[src/rtl/pueo_cmd_pkg.sv]
// Shared types for the PUEO command dispatcher: command word layout, type nibbles,
// FIFO entry and packet state.
package pueo_cmd_pkg;

  localparam logic [3:0] TYPE_BIT       = 4'b0000;
  localparam logic [3:0] TYPE_BYTE      = 4'b0001;
  localparam logic [3:0] TYPE_BYTE_LAST = 4'b0101;
  localparam logic [3:0] ADDR_BCAST     = 4'hF;

  typedef struct packed {
    logic [3:0]  typ;
    logic [3:0]  addr;
    logic [7:0]  payload;
    logic        trig;
    logic [14:0] trig_time;
  } cmd_word_t;

  typedef struct packed {
    logic       last;
    logic [7:0] data;
  } fifo_ent_t;

  typedef enum logic {PASS = 1'b0, DISCARD = 1'b1} pkt_state_t;

endpackage

[src/rtl/pueo_cmd_if.sv]
// AXI4-Stream byte channel from the dispatcher to the command processor.
interface pueo_cmd_if;
  logic [7:0] cmdproc_tdata;
  logic       cmdproc_tvalid;
  logic       cmdproc_tlast;
  logic       cmdproc_tready;

  modport master (output cmdproc_tdata, cmdproc_tvalid, cmdproc_tlast, input cmdproc_tready);
  modport slave  (input cmdproc_tdata, cmdproc_tvalid, cmdproc_tlast, output cmdproc_tready);
endinterface

[src/rtl/pueo_cmd_fifo.sv]
// First-word-fall-through FIFO; full is relaxed by a same-cycle pop, flush wins over push.
module pueo_cmd_fifo #(
  parameter int DEPTH = 16,
  parameter int W     = 9
) (
  input  logic         clk,
  input  logic         rst_n,
  input  logic         push,
  input  logic [W-1:0] wdata,
  input  logic         pop,
  input  logic         flush,
  output logic [W-1:0] rdata,
  output logic         full,
  output logic         empty
);
  localparam int AW = $clog2(DEPTH);

  logic [W-1:0] mem [DEPTH];
  logic [AW:0]  wr_ptr, rd_ptr;
  logic         do_push, do_pop;

  assign empty   = (wr_ptr == rd_ptr);
  assign full    = (wr_ptr[AW] != rd_ptr[AW]) && (wr_ptr[AW-1:0] == rd_ptr[AW-1:0]);
  assign do_pop  = pop && !empty;
  assign do_push = push && (!full || do_pop);
  assign rdata   = mem[rd_ptr[AW-1:0]];

  always_ff @(posedge clk or negedge rst_n) begin
    if (!rst_n) begin
      wr_ptr <= '0;
      rd_ptr <= '0;
    end else if (flush) begin
      wr_ptr <= '0;
      rd_ptr <= '0;
    end else begin
      if (do_push) wr_ptr <= wr_ptr + (AW+1)'(1);
      if (do_pop)  rd_ptr <= rd_ptr + (AW+1)'(1);
    end
  end

  always_ff @(posedge clk) begin
    if (do_push && !flush) mem[wr_ptr[AW-1:0]] <= wdata;
  end

endmodule

[src/rtl/pueo_cmd_dispatch.sv]
// Command-word dispatcher: bit commands, triggers and packetised command-processor bytes.
// Optional statistics counters are built when PUEO_CMD_STATS_EN is defined.
module pueo_cmd_dispatch
  import pueo_cmd_pkg::*;
#(
  parameter logic [3:0] CMDPROC_ADDR = 4'h0,
  parameter int         FIFO_DEPTH   = 16
) (
  input  logic              sysclk_i,
  input  logic              sysrst_n_i,
  input  logic [31:0]       command_i,
  input  logic              command_valid_i,
  output logic              cmdsync_o,
  output logic              cmdpps_o,
  output logic              cmdproc_rst_o,
  pueo_cmd_if.master        cmdproc,
  output logic [14:0]       trig_time_o,
  output logic              trig_valid_o,
  output logic              overflow_o,
  output logic [15:0]       trig_count_o,
  output logic [15:0]       drop_count_o
);

  cmd_word_t  cmd_q;
  logic       vld_q;
  pkt_state_t state_q, state_d;
  logic       is_bit, addr_hit, byte_sel, byte_last;
  logic       pop, push, drop, fifo_full, fifo_empty, eff_full;
  fifo_ent_t  wr_ent, rd_ent;

  always_ff @(posedge sysclk_i or negedge sysrst_n_i) begin
    if (!sysrst_n_i) begin
      cmd_q <= '0;
      vld_q <= 1'b0;
    end else begin
      cmd_q <= command_i;
      vld_q <= command_valid_i;
    end
  end

  assign is_bit        = vld_q && (cmd_q.typ == TYPE_BIT);
  assign cmdsync_o     = is_bit && cmd_q.payload[0];
  assign cmdpps_o      = is_bit && cmd_q.payload[1];
  assign cmdproc_rst_o = is_bit && cmd_q.payload[2];
  assign trig_valid_o  = vld_q && cmd_q.trig;
  assign trig_time_o   = cmd_q.trig_time;

  assign addr_hit  = (cmd_q.addr == CMDPROC_ADDR) || (cmd_q.addr == ADDR_BCAST);
  assign byte_sel  = vld_q && addr_hit &&
                     ((cmd_q.typ == TYPE_BYTE) || (cmd_q.typ == TYPE_BYTE_LAST));
  // Bit 30 of the word is the only difference between the two byte types.
  assign byte_last = cmd_q.typ[2];

  assign pop      = cmdproc.cmdproc_tvalid && cmdproc.cmdproc_tready;
  assign eff_full = fifo_full && !pop;

  always_ff @(posedge sysclk_i or negedge sysrst_n_i) begin
    if (!sysrst_n_i) state_q <= PASS;
    else             state_q <= state_d;
  end

  always_comb begin
    state_d = state_q;
    push    = 1'b0;
    drop    = 1'b0;
    if (cmdproc_rst_o) begin
      state_d = PASS;
    end else if (byte_sel) begin
      unique case (state_q)
        PASS: begin
          if (!eff_full) begin
            push = 1'b1;
          end else begin
            drop = 1'b1;
            if (!byte_last) state_d = DISCARD;
          end
        end
        DISCARD: begin
          drop = 1'b1;
          if (byte_last) state_d = PASS;
        end
        default: state_d = PASS;
      endcase
    end
  end

  always_ff @(posedge sysclk_i or negedge sysrst_n_i) begin
    if (!sysrst_n_i)        overflow_o <= 1'b0;
    else if (cmdproc_rst_o) overflow_o <= 1'b0;
    else if (drop)          overflow_o <= 1'b1;
  end

  assign wr_ent = '{last: byte_last, data: cmd_q.payload};

  pueo_cmd_fifo #(.DEPTH(FIFO_DEPTH), .W(9)) u_fifo (
    .clk   (sysclk_i),
    .rst_n (sysrst_n_i),
    .push  (push),
    .wdata (wr_ent),
    .pop   (pop),
    .flush (cmdproc_rst_o),
    .rdata (rd_ent),
    .full  (fifo_full),
    .empty (fifo_empty)
  );

  // Data is masked while empty so the idle bus reads as zero.
  assign cmdproc.cmdproc_tvalid = !fifo_empty;
  assign cmdproc.cmdproc_tdata  = fifo_empty ? 8'h00 : rd_ent.data;
  assign cmdproc.cmdproc_tlast  = !fifo_empty && rd_ent.last;

`ifdef PUEO_CMD_STATS_EN
  logic [15:0] trig_cnt_q, drop_cnt_q;

  always_ff @(posedge sysclk_i or negedge sysrst_n_i) begin
    if (!sysrst_n_i) begin
      trig_cnt_q <= '0;
      drop_cnt_q <= '0;
    end else if (cmdproc_rst_o) begin
      trig_cnt_q <= '0;
      drop_cnt_q <= '0;
    end else begin
      if (trig_valid_o && (trig_cnt_q != 16'hFFFF)) trig_cnt_q <= trig_cnt_q + 16'd1;
      if (drop && (drop_cnt_q != 16'hFFFF))         drop_cnt_q <= drop_cnt_q + 16'd1;
    end
  end

  assign trig_count_o = trig_cnt_q;
  assign drop_count_o = drop_cnt_q;
`else
  assign trig_count_o = 16'h0000;
  assign drop_count_o = 16'h0000;
`endif

endmodule

[src/flat_wrapper.sv]
// flat-port wrapper written by rule: the top's interface ports become plain ports
module pueo_cmd_dispatch_flat import pueo_cmd_pkg::*;
#(
  parameter logic [3:0] CMDPROC_ADDR = 4'h0,
  parameter int         FIFO_DEPTH   = 16
)
  (sysclk_i, sysrst_n_i, command_i, command_valid_i, cmdsync_o, cmdpps_o, cmdproc_rst_o, trig_time_o, trig_valid_o, overflow_o, trig_count_o, drop_count_o, cmdproc_cmdproc_tdata, cmdproc_cmdproc_tvalid, cmdproc_cmdproc_tlast, cmdproc_cmdproc_tready);
  pueo_cmd_if cmdproc_i ();
  input  logic sysclk_i;
  input  logic sysrst_n_i;
  input  logic [31:0] command_i;
  input  logic command_valid_i;
  output logic cmdsync_o;
  output logic cmdpps_o;
  output logic cmdproc_rst_o;
  output logic [14:0] trig_time_o;
  output logic trig_valid_o;
  output logic overflow_o;
  output logic [15:0] trig_count_o;
  output logic [15:0] drop_count_o;
  output wire logic [$bits(cmdproc_i.cmdproc_tdata)-1:0] cmdproc_cmdproc_tdata;
  output wire logic [$bits(cmdproc_i.cmdproc_tvalid)-1:0] cmdproc_cmdproc_tvalid;
  output wire logic [$bits(cmdproc_i.cmdproc_tlast)-1:0] cmdproc_cmdproc_tlast;
  input wire logic [$bits(cmdproc_i.cmdproc_tready)-1:0] cmdproc_cmdproc_tready;
  assign cmdproc_cmdproc_tdata = cmdproc_i.cmdproc_tdata;
  assign cmdproc_cmdproc_tvalid = cmdproc_i.cmdproc_tvalid;
  assign cmdproc_cmdproc_tlast = cmdproc_i.cmdproc_tlast;
  assign cmdproc_i.cmdproc_tready = cmdproc_cmdproc_tready;
  pueo_cmd_dispatch #(.CMDPROC_ADDR(CMDPROC_ADDR), .FIFO_DEPTH(FIFO_DEPTH)) u_core (.sysclk_i(sysclk_i), .sysrst_n_i(sysrst_n_i), .command_i(command_i), .command_valid_i(command_valid_i), .cmdsync_o(cmdsync_o), .cmdpps_o(cmdpps_o), .cmdproc_rst_o(cmdproc_rst_o), .cmdproc(cmdproc_i), .trig_time_o(trig_time_o), .trig_valid_o(trig_valid_o), .overflow_o(overflow_o), .trig_count_o(trig_count_o), .drop_count_o(drop_count_o));
endmodule
[config.mk]
export PLATFORM = sky130hd
export DESIGN_NAME = pueo_cmd_dispatch_flat
export DESIGN_NICKNAME = d
export VERILOG_FILES = /design/src/rtl/pueo_cmd_pkg.sv /design/src/rtl/pueo_cmd_if.sv /design/src/rtl/pueo_cmd_fifo.sv /design/src/rtl/pueo_cmd_dispatch.sv /design/src/flat_wrapper.sv
export SDC_FILE = /design/constraint.sdc
export NUM_CORES = 1
export LEC_CHECK = 0
export ABC_AREA = 1
export CAP_MARGIN = 0
export CORE_MARGIN = 3
export CORE_UTILIZATION = 55
export CTS_CLUSTER_SIZE = 40
export DETAILED_ROUTE_END_ITERATION = 16
export PLACE_DENSITY = 0.86
export SLEW_MARGIN = 10
export SYNTH_ARGS = -nofsm -noshare
export SYNTH_HDL_FRONTEND = slang
export SYNTH_HIERARCHICAL = 1
export SYNTH_SLANG_ARGS = --single-unit
[constraint.sdc]
create_clock -name sysclk_i -period 3.35 [get_ports sysclk_i]
set_input_delay 0.8375 -clock sysclk_i [delete_from_list [all_inputs] [get_ports sysclk_i]]
set_output_delay 0.8375 -clock sysclk_i [all_outputs]
set_load 0.02 [all_outputs]
==> reports/qor.log, run 1 <==
qor: status.result_of_the_run finished clean
qor: timing.maxClockFrequency 310 MHz
qor: route.wl_per_cell 19.8 µm
qor: worst_setup_path.worstSetupPathType reg2out
qor: cells_and_area.multi_input_area 0.00198 mm²
qor: route.detailed_routing_iteration_count_for_the_pre_antenna_repair_pass 7
qor: placed_design.detailedPlacementHpwl 11.3 mm
qor: grt.met3_usage 5.64%
qor: route.route.detailed.drc 0
qor: timing.final.min_clock_period 3.23 ns
qor: grt.grt-busiest-layer met2
qor: synth.postSynthRegisterBits 189
qor: clocking.path_clk_slew 0.07 ns
qor: job.maximum_capacitance_violations 0
qor: worst_setup_path.critical_path.startpoint_type flip-flop
qor: hold_path.hold_path.class reg2reg
qor: cells_and_area.layout.area.seq 0.00545 mm²
qor: grt.antenna_found_initial 0
qor: power_and_ir_drop.seqPwrFrac 41.7%
qor: timing.worst_clock_skew 0.0104 ns
qor: die.rows 43
qor: worst_setup_path.cp.arrival 2.39 ns
qor: synth.syn_area_per_cell 11.8 µm²
qor: cells_and_area.final_nets 788
qor: route.route.antenna.remaining_nets 0
qor: grt.track_usage 23.8%
qor: worst_setup_path.critPathMaxFanout 22
qor: die.die_h 126 µm
qor: grt.grt_start_max_net_pins 53
qor: clocking.cts_stage_hold_buffer_count 0
qor: die.fp.dieArea 0.0160 mm²
qor: power_and_ir_drop.p_int 4.23 mW
qor: route.wirelength 18.6 mm
qor: clocking.tritoncts yes
qor: power_and_ir_drop.pwr-share-comb 26.8%
qor: cells_and_area.diodes 0
qor: timing.finalSetupViolCount 0
qor: grt.vias_in_the_first_global_route 5559
qor: synth.share_of_synthesized_area_occupied_by_flip_flops_and_latches 68.4%
qor: timing.setup_repair_after_global_routing_missed_its_margin no
qor: power_and_ir_drop.power_switching_share 32.6%
qor: synth.synthDistinctLibCells 33
qor: cells_and_area.syn2layout_area_growth 17.8%
qor: timing.final_min_period_over_clock_period 96.4%
qor: timing.layout_setup_ws 0.121 ns
qor: timing.slew-limit-headroom 35.3%
qor: route.drt_iter0_drc 757
qor: grt.met2_usage 38.5%
qor: synth.postSynthCellCount 677
qor: placed_design.routabilityCongestion 0.855
qor: timing.slew_viol_final 0
qor: grt.remaining_global_route_overflow 0
qor: route.routed-via-count 5570
qor: power_and_ir_drop.power_leakage 3.63 nW
qor: die.floorplan.io_pins 98
qor: timing.worstMarginPinSlew 0.971 ns
qor: synth.yosysWarningCount 6
qor: worst_setup_path.endpoint_kind primary output
qor: clocking.clock_tree_buf_depth 2
qor: placed_design.io_buffers 65
qor: grt.grt_first_pass_wirelength 29.0 mm
qor: worst_setup_path.cp_data_required_time 2.51 ns
qor: clocking.worstSkewPairLatency 0.43 ns
qor: clocking.htree_num_levels 4
qor: die.core 0.0140 mm²
qor: cells_and_area.final_core_util 66.8%
qor: die.initial_core_utilization 56.7%
qor: power_and_ir_drop.power.density 669 mW/mm²
qor: cells_and_area.fill_cells 927
qor: clocking.tritoncts.num_buffers 17
qor: timing.hold_violations 0
qor: power_and_ir_drop.peakVddDrop 0.396 mV
qor: clocking.cts_root_buf sky130_fd_sc_hd__clkbuf_16
qor: route.via_per_inst 5.93
qor: die.die_width 126 µm
qor: cells_and_area.fraction_of_final_layout_cells_sized_beyond_drive_strength_1 12.6%
qor: clocking.clock_sink_count 189
qor: placed_design.dp_slack 0.327 ns
qor: grt.global_route.usage.met1 29.2%
qor: synth.synth_cell_area 0.00797 mm²
qor: power_and_ir_drop.power_frac_clock 31.4%
qor: power_and_ir_drop.power_switching 2.05 mW
power by group through the flow:
stage / Sequential (mW) / Clock, mW / Combinational [mW]
detailed placement: 2.66 / 0 / 1.55
floorplan: 2.65 / 0 / 1.03
global route: 2.62 / 2.09 / 1.80
finish: 2.62 / 1.97 / 1.69
CTS: 2.61 / 1.99 / 1.62
global placement: 2.66 / 0 / 1.49
worst max-delay path, stage by stage, from the launching register on:
cell and delay (ns):
sky130_fd_sc_hd__dfrtp_2 0.49, sky130_fd_sc_hd__inv_4 0.18, sky130_fd_sc_hd__bufbuf_16 0.33, sky130_fd_sc_hd__nor2_1 0.05, sky130_fd_sc_hd__o211ai_1 0.18, sky130_fd_sc_hd__nand3_1 0.16
sky130_fd_sc_hd__nand3_1 0.10, sky130_fd_sc_hd__inv_1 0.04, sky130_fd_sc_hd__nor2_1 0.06, sky130_fd_sc_hd__dlygate4sd2_1 0.35
layout by cell type, fill, tap and decap left out, types with 26 or more instances in the layout:
cell type | Yosys | final
sky130_fd_sc_hd__inv_1 | 30 | 27
sky130_fd_sc_hd__nand2_1 | 66 | 66
sky130_fd_sc_hd__buf_4 | 48 | 26
sky130_fd_sc_hd__dfrtp_1 | 45 | 44
sky130_fd_sc_hd__nor2_1 | 123 | 123
sky130_fd_sc_hd__o21ai_0 | 72 | 72
sky130_fd_sc_hd__edfxtp_1 | 144 | 144
sky130_fd_sc_hd__clkdlybuf4s50_1 | 0 | 54
sky130_fd_sc_hd__nand3_1 | 36 | 36
sky130_fd_sc_hd__conb_1 | 1 | 32
sequential cells by signal (all words and copies together) (netlist names):
| name | cells |
|---|---|
| u_core/cmd_q | 16 |
| u_core/byte_last | 1 |
| u_core/overflow_o | 1 |
| u_core/u_fifo/wr_ptr | 5 |
| u_core/trig_time_o | 15 |
| u_core/vld_q | 1 |
| u_core/u_fifo/mem | 144 |
| u_core/state_q | 1 |
| u_core/u_fifo/rd_ptr | 5 |
worst paths after layout:
| path | start | depth (start not counted) | slack [ns] | to |
|---|---|---|---|---|
| max reg2reg | u_core/u_fifo/rd_ptr[0] | 16 | 0.23 | u_core/u_fifo/mem[2][3] |
| min | u_core/overflow_o | 2 | 0.55 | u_core/overflow_o |
| min reg2reg | u_core/overflow_o | 2 | 0.55 | u_core/overflow_o |
| min in group asynchronous | sysrst_n_i | 1 | 0.57 | u_core/overflow_o |
| max | u_core/u_fifo/rd_ptr[0] | 9 | 0.12 | cmdproc_cmdproc_tlast |
| max in group asynchronous | sysrst_n_i | 1 | 2.13 | u_core/u_fifo/rd_ptr[0] |
per-stage QoR:
step	instance area, µm²	TNS (ns)	hold WS, ns	std cells	power (mW)
5_1_grt	9380	0	0.566	940	6.52
2_1_floorplan	8080	0	0.490	708	3.68
3_5_place_dp	8720	0	0.518	905	4.21
4_1_cts	9360	-0.0413	0.544	939	6.22
6_report	9380	0	0.549	940	6.28
3_3_place_gp	8720	0	0.509	905	4.15
per-layer routing:
layer / vias up / routed length [µm]
met5: - / 0
met1: 2615 / 6350
met4: 0 / 1010
li1: 2399 / -
met3: 89 / 2410
met2: 467 / 8880
area by class of cell:
type                            instances  share of cell area [%]
Clock inverter                         13                    1.23
Inverter                               38                    1.61
Tap cell                              180                    2.40
Clock buffer                           19                    5.07
Sequential cell                       189                    58.1
Multi-Input combinational cell        402                    21.1
Timing Repair Buffer                   99                    10.5
synth_stat cells:
cell	n	area share, %
sky130_fd_sc_hd__o211ai_1	18	1.7
sky130_fd_sc_hd__nand4_4	2	0.53
sky130_fd_sc_hd__inv_4	1	0.079
sky130_fd_sc_hd__buf_4	48	4.5
sky130_fd_sc_hd__nand3b_1	2	0.19
sky130_fd_sc_hd__clkbuf_1	14	0.66
sky130_fd_sc_hd__inv_2	5	0.24
sky130_fd_sc_hd__nand3_2	2	0.25
sky130_fd_sc_hd__nor2_4	2	0.28
sky130_fd_sc_hd__a21oi_2	1	0.11
sky130_fd_sc_hd__buf_2	13	0.82
sky130_fd_sc_hd__xor2_1	6	0.66
sky130_fd_sc_hd__buf_1	2	0.094
sky130_fd_sc_hd__nand4_1	6	0.47
sky130_fd_sc_hd__nand2_1	66	3.1
sky130_fd_sc_hd__o22ai_1	18	1.4
sky130_fd_sc_hd__ha_1	5	0.79
sky130_fd_sc_hd__inv_1	30	1.4
sky130_fd_sc_hd__dfrtp_1	45	14
sky130_fd_sc_hd__o21ai_2	2	0.22
sky130_fd_sc_hd__nand2_4	3	0.42
sky130_fd_sc_hd__clkinv_1	2	0.094
sky130_fd_sc_hd__buf_6	2	0.28
sky130_fd_sc_hd__conb_1	1	0.047
sky130_fd_sc_hd__nand3_1	36	2.3
sky130_fd_sc_hd__xnor2_1	1	0.11
sky130_fd_sc_hd__nor2_1	123	5.8
sky130_fd_sc_hd__nor2_2	1	0.079
sky130_fd_sc_hd__o21ai_0	72	4.5
sky130_fd_sc_hd__nor3_1	1	0.063
sky130_fd_sc_hd__nand2_2	2	0.16
sky130_fd_sc_hd__edfxtp_1	144	54
sky130_fd_sc_hd__o21ai_4	1	0.20
cells by family (layout without fill, tap and decap cells):
| group | Yosys count | in the layout | share of synthesized area (%) |
|---|---|---|---|
| adders and majority gates | 5 | 5 | 0.785 |
| and+or+nand+nor | 246 | 246 | 13.6 |
| xor gates and xnor gates | 7 | 7 | 0.770 |
| other | 1 | 32 | 0.0471 |
| buffers and inverters | 117 | 169 | 8.20 |
| AOI/OAI and AO/OA | 112 | 112 | 8.17 |
| DFF | 189 | 189 | 68.4 |
repair_timing:
item / in CTS / in global routing
setup buffers: 1 / 0
endpoints found under the setup margin: 10 / 5
resized for setup: 13 / 9
cloned: 1 / 1
Power figures use the tool's default switching activity.
==> run 2, diff against run 1 <==
Settings changed: CAP_MARGIN 0 to 10, SKIP_LAST_GASP set to 1.
==> run 2 against run 1 <==
  * Wire length up 0.40%
  * Design area about the same
  * Utilization up 0.053 points
  * Flip-flop and latch count unchanged
  * Highest routed layer unchanged
  * The run now ends with setup timing left
==> reports/qor.log, run 2 (same netlist as run 1, synthesis figures left out) <==
qor: placed_design.placedCellCount 905
qor: worst_setup_path.cp.arrival 2.60 ns
qor: route.detailed_routing_iteration_count_for_the_pre_antenna_repair_pass 7
qor: worst_setup_path.cp_top_family buffers and inverters
qor: power_and_ir_drop.power_switching_share 32.5%
qor: die.die_h 126 µm
qor: timing.slew-limit-headroom 35.3%
qor: power_and_ir_drop.power_frac_clock 31.4%
qor: grt.remaining_global_route_overflow 0
qor: worst_setup_path.reg2reg_slack 0.25 ns
qor: route.via_per_inst 5.95
qor: worst_setup_path.r2r-end u_core/u_fifo/mem[2][3]
qor: route.wl_per_cell 19.9 µm
qor: placed_design.io_buffers 65
qor: timing.finalSetupViolCount 3
qor: timing.setup_repair_after_global_routing_missed_its_margin yes
qor: cells_and_area.fraction_of_final_layout_cells_sized_beyond_drive_strength_1 12.5%
qor: cells_and_area.multi_input_area 0.00198 mm²
qor: cells_and_area.layoutNonFillerInstCount 940
qor: die.fp.dieArea 0.0160 mm²
qor: worst_setup_path.crit_path_cell_chain inv_4 -> buf_12 -> o21ai_0 -> o211ai_1 -> nand3_1 -> nand3_1 -> inv_1 -> nor2_1 -> clkdlybuf4s50_1
qor: power_and_ir_drop.power_switching 2.05 mW
qor: clocking.path_clk_slew 0.07 ns
qor: worst_setup_path.cpMaxStageDelayCell sky130_fd_sc_hd__clkdlybuf4s50_1
qor: clocking.tritoncts yes
qor: status.result_of_the_run complete, but fails checks
qor: timing.hold_violations 0
qor: clocking.htree_num_levels 4
qor: timing.maxClockFrequency 291 MHz
qor: worst_setup_path.r2r_cells 16
qor: cells_and_area.largest_reg_flops 144
qor: timing.slew_viol_final 0
qor: placed_design.routabilityCongestion 0.855
qor: worst_setup_path.timing.rr.start u_core/u_fifo/rd_ptr[0]
qor: cells_and_area.layout.cells.most_common sky130_fd_sc_hd__edfxtp_1
qor: die.floorplan.io_pins 98
qor: cells_and_area.diodes 0
qor: timing.worstMarginPinSlew 0.970 ns
qor: worst_setup_path.path_depth 9
qor: cells_and_area.layout.area.seq 0.00545 mm²
qor: timing.worst_clock_skew 0.0108 ns
qor: grt.track_usage 23.8%
qor: worst_setup_path.cp_num_buf_inv 4
qor: clocking.worstSkewPairLatency 0.43 ns
qor: grt.grt_first_pass_wirelength 29.0 mm
qor: route.route.detailed.drc 0
qor: power_and_ir_drop.peakVddDrop 0.397 mV
qor: worst_setup_path.critical_path.max_stage_delay 0.61 ns
qor: route.wirelength 18.7 mm
qor: worst_setup_path.endpoint cmdproc_cmdproc_tdata[1]
qor: grt.grt_start_max_net_pins 53
qor: clocking.tritoncts.num_buffers 17
qor: job.maximum_capacitance_violations 0
qor: timing.final.min_clock_period 3.44 ns
qor: power_and_ir_drop.seqPwrFrac 41.6%
qor: cells_and_area.layout.cells.most_common_list 144 x sky130_fd_sc_hd__edfxtp_1, 123 x sky130_fd_sc_hd__nor2_1, 72 x sky130_fd_sc_hd__o21ai_0
qor: power_and_ir_drop.pwr-share-comb 27.0%
qor: worst_setup_path.critPathMaxFanout 23
qor: worst_setup_path.critical-path-top-cell-by-count sky130_fd_sc_hd__nand3_1
qor: cells_and_area.final_nets 788
qor: route.routed-via-count 5595
qor: power_and_ir_drop.power_leakage 3.62 nW
qor: worst_setup_path.crit_path_start u_core/u_fifo/rd_ptr[0]
qor: clocking.cts_root_buf sky130_fd_sc_hd__clkbuf_16
qor: power_and_ir_drop.p_int 4.25 mW
qor: hold_path.hold_path.class reg2reg
qor: status.violations setup timing
qor: timing.final_min_period_over_clock_period 103%
qor: route.drt_iter0_drc 876
qor: cells_and_area.fill_cells 924
qor: power_and_ir_drop.power.density 671 mW/mm²
qor: worst_setup_path.endpoint_kind primary output
qor: grt.vias_in_the_first_global_route 5559
qor: die.core 0.0140 mm²
qor: clocking.clock_tree_buf_depth 2
qor: grt.antenna_found_initial 0
qor: cells_and_area.syn2layout_area_growth 17.9%
qor: placed_design.detailedPlacementHpwl 11.3 mm
qor: worst_setup_path.worstSetupPathType reg2out
qor: die.initial_core_utilization 56.7%
qor: clocking.clock_sink_count 189
qor: die.rows 43
qor: route.route.antenna.remaining_nets 0
qor: timing.totalNegativeSetupSlack -0.192 ns
qor: worst_setup_path.critical_path.startpoint_type flip-flop
qor: die.die_width 126 µm
qor: worst_setup_path.cp_data_required_time 2.51 ns
qor: timing.layout_setup_ws -0.0850 ns
## run 2: worst min path at each step
stage               slack, ns              start                 to  cells past startpoint
global placement         0.51     u_core/state_q     u_core/state_q                      2
floorplan                0.49     u_core/state_q     u_core/state_q                      2
global route             0.57  u_core/overflow_o  u_core/overflow_o                      2
finish                   0.55  u_core/overflow_o  u_core/overflow_o                      2
CTS                      0.54     u_core/state_q     u_core/state_q                      2
detailed placement       0.52     u_core/state_q     u_core/state_q                      2
## run 2: area by class of cell
class,instances,share of cell area [%]
inverters,38,1.61
flip-flops and latches,189,58.1
repair buffers,99,10.6
clock inverters,13,1.23
multi-input cells,402,21.1
well taps,180,2.40
clock buffers,19,5.06
## run 2: power by group through the flow
stage	sequential, mW	combinational [mW]	clock [mW]
2_1_floorplan	2.65	1.03	0
3_5_place_dp	2.66	1.55	0
6_report	2.62	1.70	1.98
3_3_place_gp	2.66	1.49	0
5_1_grt	2.62	1.82	2.09
4_1_cts	2.61	1.64	1.99
## run 2: routing by layer
layer	share of wire [%]	up-vias	global-route usage, %
met3	13	91	5.64
met1	34	2631	29.2
met4	5.6	0	13.9
met5	0	-	0
met2	47	477	38.5
li1	-	2396	-
## run 2: tightest hold or removal path, cell delays in order (launching register included)
cell and delay, ns:
sky130_fd_sc_hd__dfrtp_1 0.39, sky130_fd_sc_hd__inv_1 0.07, sky130_fd_sc_hd__a21oi_2 0.05
## run 2: through the flow
step           utilization (%)  area, µm²  setup slack [ns]  total power [mW]  hold WS (ns)
2_1_floorplan                -       8080             0.336              3.68         0.490
3_3_place_gp              62.1       8720             0.399              4.15         0.509
3_5_place_dp              62.1       8720             0.327              4.21         0.518
4_1_cts                   66.7       9360           -0.0610              6.24         0.544
5_1_grt                   66.9       9390            -0.165              6.53         0.566
6_report                  66.9       9390           -0.0850              6.30         0.549
## run 2: timing repair
action                     in CTS  in global routing
setup endpoints to repair      10                  8
resized for setup              10                  7
pin swaps                       0                  0
buffers inserted                1                  0
gates cloned                    1                  1
hold endpoints to repair        0                  0
hold buffers                    0                  0
==> run 3, diff against run 2 <==
Settings changed: ABC_AREA 1 to 0, CORE_MARGIN 3 to 5.
==> run 3 against run 2 <==
  * The flow still finishes with violations (setup timing)
  * Design area is 2.4% lower
  * Worst hold slack better by 0.0024 ns
  * First-iteration DRC count is 59% lower
  * Clock skew is 0.0037 ns lower
  * Maximum frequency is 2.4% higher
  * Synthesized cell count is 36% lower
  * Die area is 2.4% higher
  * Global-route usage is 3.9 points lower
  * Critical path type unchanged
==> reports/qor.log, run 3 <==
qor: synth.yosys-top-cells-count 144 x sky130_fd_sc_hd__edfxtp_1, 51 x sky130_fd_sc_hd__buf_4, 45 x sky130_fd_sc_hd__dfrtp_1
qor: synth.asyncSetResetFlopFracSynth 23.8%
qor: worst_setup_path.crit_path_start u_core/u_fifo/rd_ptr[0]
qor: route.detailed_routing_iteration_count_for_the_pre_antenna_repair_pass 5
qor: timing.final.min_clock_period 3.36 ns
qor: worst_setup_path.worstSetupPathType reg2out
qor: worst_setup_path.path_depth 7
qor: worst_setup_path.cp.arrival 2.52 ns
qor: grt.grt_first_pass_wirelength 23.5 mm
qor: placed_design.routabilityCongestion 0.828
qor: cells_and_area.layout.cells.most_common sky130_fd_sc_hd__edfxtp_1
qor: cells_and_area.layout.cells.most_common_list 144 x sky130_fd_sc_hd__edfxtp_1, 55 x sky130_fd_sc_hd__clkdlybuf4s50_1, 44 x sky130_fd_sc_hd__dfrtp_1
qor: timing.slew_viol_final 0
qor: clocking.cts_stage_hold_buffer_count 0
qor: placed_design.detailedPlacementHpwl 9.57 mm
qor: worst_setup_path.crit_path_cell_chain buf_12 -> buf_16 -> mux4_2 -> a211oi_2 -> a21oi_1 -> nor2b_1 -> dlygate4sd2_1
qor: power_and_ir_drop.seqPwrFrac 39.0%
qor: synth.postSynthRegisterBits 189
qor: clocking.cts_root_buf sky130_fd_sc_hd__clkbuf_16
qor: route.routed-via-count 3964
qor: synth.ys.flop_type sky130_fd_sc_hd__edfxtp_1
qor: power_and_ir_drop.power.density 744 mW/mm²
qor: power_and_ir_drop.pwr-share-comb 29.9%
qor: hold_path.hold_path.class reg2reg
qor: clocking.path_clk_slew 0.06 ns
qor: worst_setup_path.cpMaxStageDelayCell sky130_fd_sc_hd__mux4_2
qor: cells_and_area.final_nets 557
qor: die.initial_core_utilization 55.5%
qor: synth.synth_cell_area 0.00764 mm²
qor: power_and_ir_drop.power_frac_clock 31.1%
qor: worst_setup_path.cp_data_required_time 2.51 ns
qor: worst_setup_path.r2r_cells 12
qor: grt.antenna_found_initial 0
qor: timing.layout_setup_ws -0.00564 ns
qor: route.wirelength 15.3 mm
qor: synth.share_of_synthesized_area_occupied_by_flip_flops_and_latches 71.4%
qor: worst_setup_path.reg2reg_slack 0.39 ns
qor: timing.worstMarginPinSlew 0.964 ns
qor: clocking.tritoncts yes
qor: synth.synth_most_common_cell sky130_fd_sc_hd__edfxtp_1
qor: power_and_ir_drop.power_switching_share 28.1%
qor: synth.synth-edff-count 144
qor: die.fp.dieArea 0.0163 mm²
qor: die.rows 43
qor: route.route.detailed.drc 0
qor: hold_path.min_path_cells 2
qor: power_and_ir_drop.p_int 4.90 mW
qor: timing.worst_clock_skew 0.00710 ns
qor: synth.ranking_of_synthesized_cells_by_area sky130_fd_sc_hd__edfxtp_1 57%, sky130_fd_sc_hd__dfrtp_1 15%, sky130_fd_sc_hd__mux4_2 11%, sky130_fd_sc_hd__buf_4 5.0%, sky130_fd_sc_hd__nor2b_1 1.7%
qor: clocking.clock_tree_buf_depth 2
qor: worst_setup_path.critPathMaxFanout 15
qor: cells_and_area.largest_reg_flops 144
qor: synth.yosysWarningCount 6
qor: grt.remaining_global_route_overflow 0
qor: worst_setup_path.r2r-end u_core/u_fifo/mem[1][1]
qor: cells_and_area.syn2layout_area_growth 20.0%
qor: timing.final_min_period_over_clock_period 100%
qor: timing.finalSetupViolCount 2
qor: synth.synth_top_area_cell sky130_fd_sc_hd__edfxtp_1
qor: worst_setup_path.timing.rr.start u_core/u_fifo/rd_ptr[2]
qor: grt.track_usage 19.9%
qor: synth.synthDistinctLibCells 39
qor: clocking.clock_sink_count 189
qor: clocking.htree_num_levels 4
qor: power_and_ir_drop.peakVddDrop 0.423 mV
qor: status.result_of_the_run complete, but fails checks
qor: die.floorplan.io_pins 98
qor: route.via_per_inst 5.59
qor: timing.slew-limit-headroom 35.8%
qor: hold_path.worst_hold_path_startpoint u_core/overflow_o
qor: power_and_ir_drop.power_leakage 3.28 nW
qor: worst_setup_path.critical_path.startpoint_type flip-flop
qor: route.route.antenna.remaining_nets 0
qor: timing.totalNegativeSetupSlack -0.00631 ns
qor: worst_setup_path.critical_path.max_stage_delay 0.53 ns
qor: power_and_ir_drop.power_switching 1.92 mW
qor: synth.synth_largest_type_area_fraction 56.6%
qor: die.die_h 128 µm
qor: grt.vias_in_the_first_global_route 4154
qor: worst_setup_path.cp_num_buf_inv 3
qor: synth.postSynthCellCount 430
qor: status.violations setup timing
qor: synth.syn_area_per_cell 17.8 µm²
qor: timing.setup_repair_after_global_routing_missed_its_margin yes
qor: die.core 0.0138 mm²
qor: die.die_width 128 µm
qor: timing.maxClockFrequency 298 MHz
qor: timing.hold_violations 0
qor: worst_setup_path.endpoint_kind primary output
qor: hold_path.min_delay_worst_endpoint u_core/overflow_o
qor: route.wl_per_cell 21.6 µm
qor: clocking.tritoncts.num_buffers 17
qor: grt.grt_start_max_net_pins 46
qor: route.drt_iter0_drc 361
qor: cells_and_area.layout.cell_area.non_filler 0.00916 mm²
qor: cells_and_area.fraction_of_final_layout_cells_sized_beyond_drive_strength_1 21.2%
qor: clocking.worstSkewPairLatency 0.42 ns
qor: placed_design.dpl_cell_area 0.00845 mm²
qor: job.maximum_capacitance_violations 0
qor: worst_setup_path.cp_top_family buffers and inverters
qor: placed_design.io_buffers 65
run 3: per-stage QoR:
step	instances	hold slack, ns	power (mW)	setup WS (ns)	util (%)
detailed placement	672	0.540	4.69	0.198	61.4
floorplan	461	0.513	4.06	0.246	-
global placement	672	0.525	4.64	0.221	61.4
CTS	704	0.551	6.79	-0.0849	66.1
global route	708	0.565	7.11	-0.0829	66.5
finish	709	0.552	6.81	-0.00564	66.5
run 3: final cells by class:
cell class	count	area [µm²]
well taps	180	225
clock inverters	12	195
repair buffers	100	976
flip-flops and latches	189	5450
diodes	1	2.50
inverters	5	18.8
multi-input cells	203	1860
clock buffers	19	433
fillers	884	4610
run 3: worst max path at each step:
stage / end / slack (ns)
6_report: cmdproc_cmdproc_tdata[4] / -0.006
5_1_grt: cmdproc_cmdproc_tdata[2] / -0.08
4_1_cts: cmdproc_cmdproc_tdata[4] / -0.08
3_5_place_dp: u_core/u_fifo/mem[1][0] / 0.20
3_3_place_gp: cmdproc_cmdproc_tdata[6] / 0.22
2_1_floorplan: u_core/u_fifo/mem[0][0] / 0.25
run 3: kinds of logic (layout without fill, tap and decap cells):
group / after synthesis / after routing / share of synthesized area (%)
adder cells (fa/ha/maj): 5 / 5 / 0.819
other: 1 / 33 / 0.0491
multiplexers: 48 / 48 / 12.2
flip-flops: 189 / 189 / 71.4
buffers and inverters: 69 / 136 / 5.96
AND/OR/NAND/NOR: 75 / 75 / 5.50
AO/OA/AOI/OAI: 32 / 32 / 2.83
XOR/XNOR: 11 / 11 / 1.26
run 3: tightest hold or removal path: stages (launching register included):
cell	delay, ns
sky130_fd_sc_hd__dfrtp_1	0.39
sky130_fd_sc_hd__inv_1	0.06
sky130_fd_sc_hd__o21ai_1	0.06
run 3: power groups by stage:
| stage | clock network [mW] | registers, mW | logic [mW] |
|---|---|---|---|
| 3_5_place_dp | 0 | 2.70 | 1.99 |
| 6_report | 2.12 | 2.66 | 2.04 |
| 4_1_cts | 2.15 | 2.66 | 1.98 |
| 3_3_place_gp | 0 | 2.69 | 1.95 |
| 2_1_floorplan | 0 | 2.69 | 1.37 |
| 5_1_grt | 2.26 | 2.67 | 2.18 |
run 3: per-layer routing:
metal / up-vias / track usage, % / share of wire (%)
li1: 1716 / - / -
met1: 2007 / 26.1 / 38
met2: 209 / 32.4 / 52
met3: 32 / 4.79 / 7.6
met4: 0 / 7.93 / 2.5
met5: - / 0 / 0
run 3: repair_timing:
item,CTS,global route
hold endpoints to repair,0,0
setup endpoints to repair,10,19
buffers inserted,0,4
resized for setup,11,6
cloned,1,0
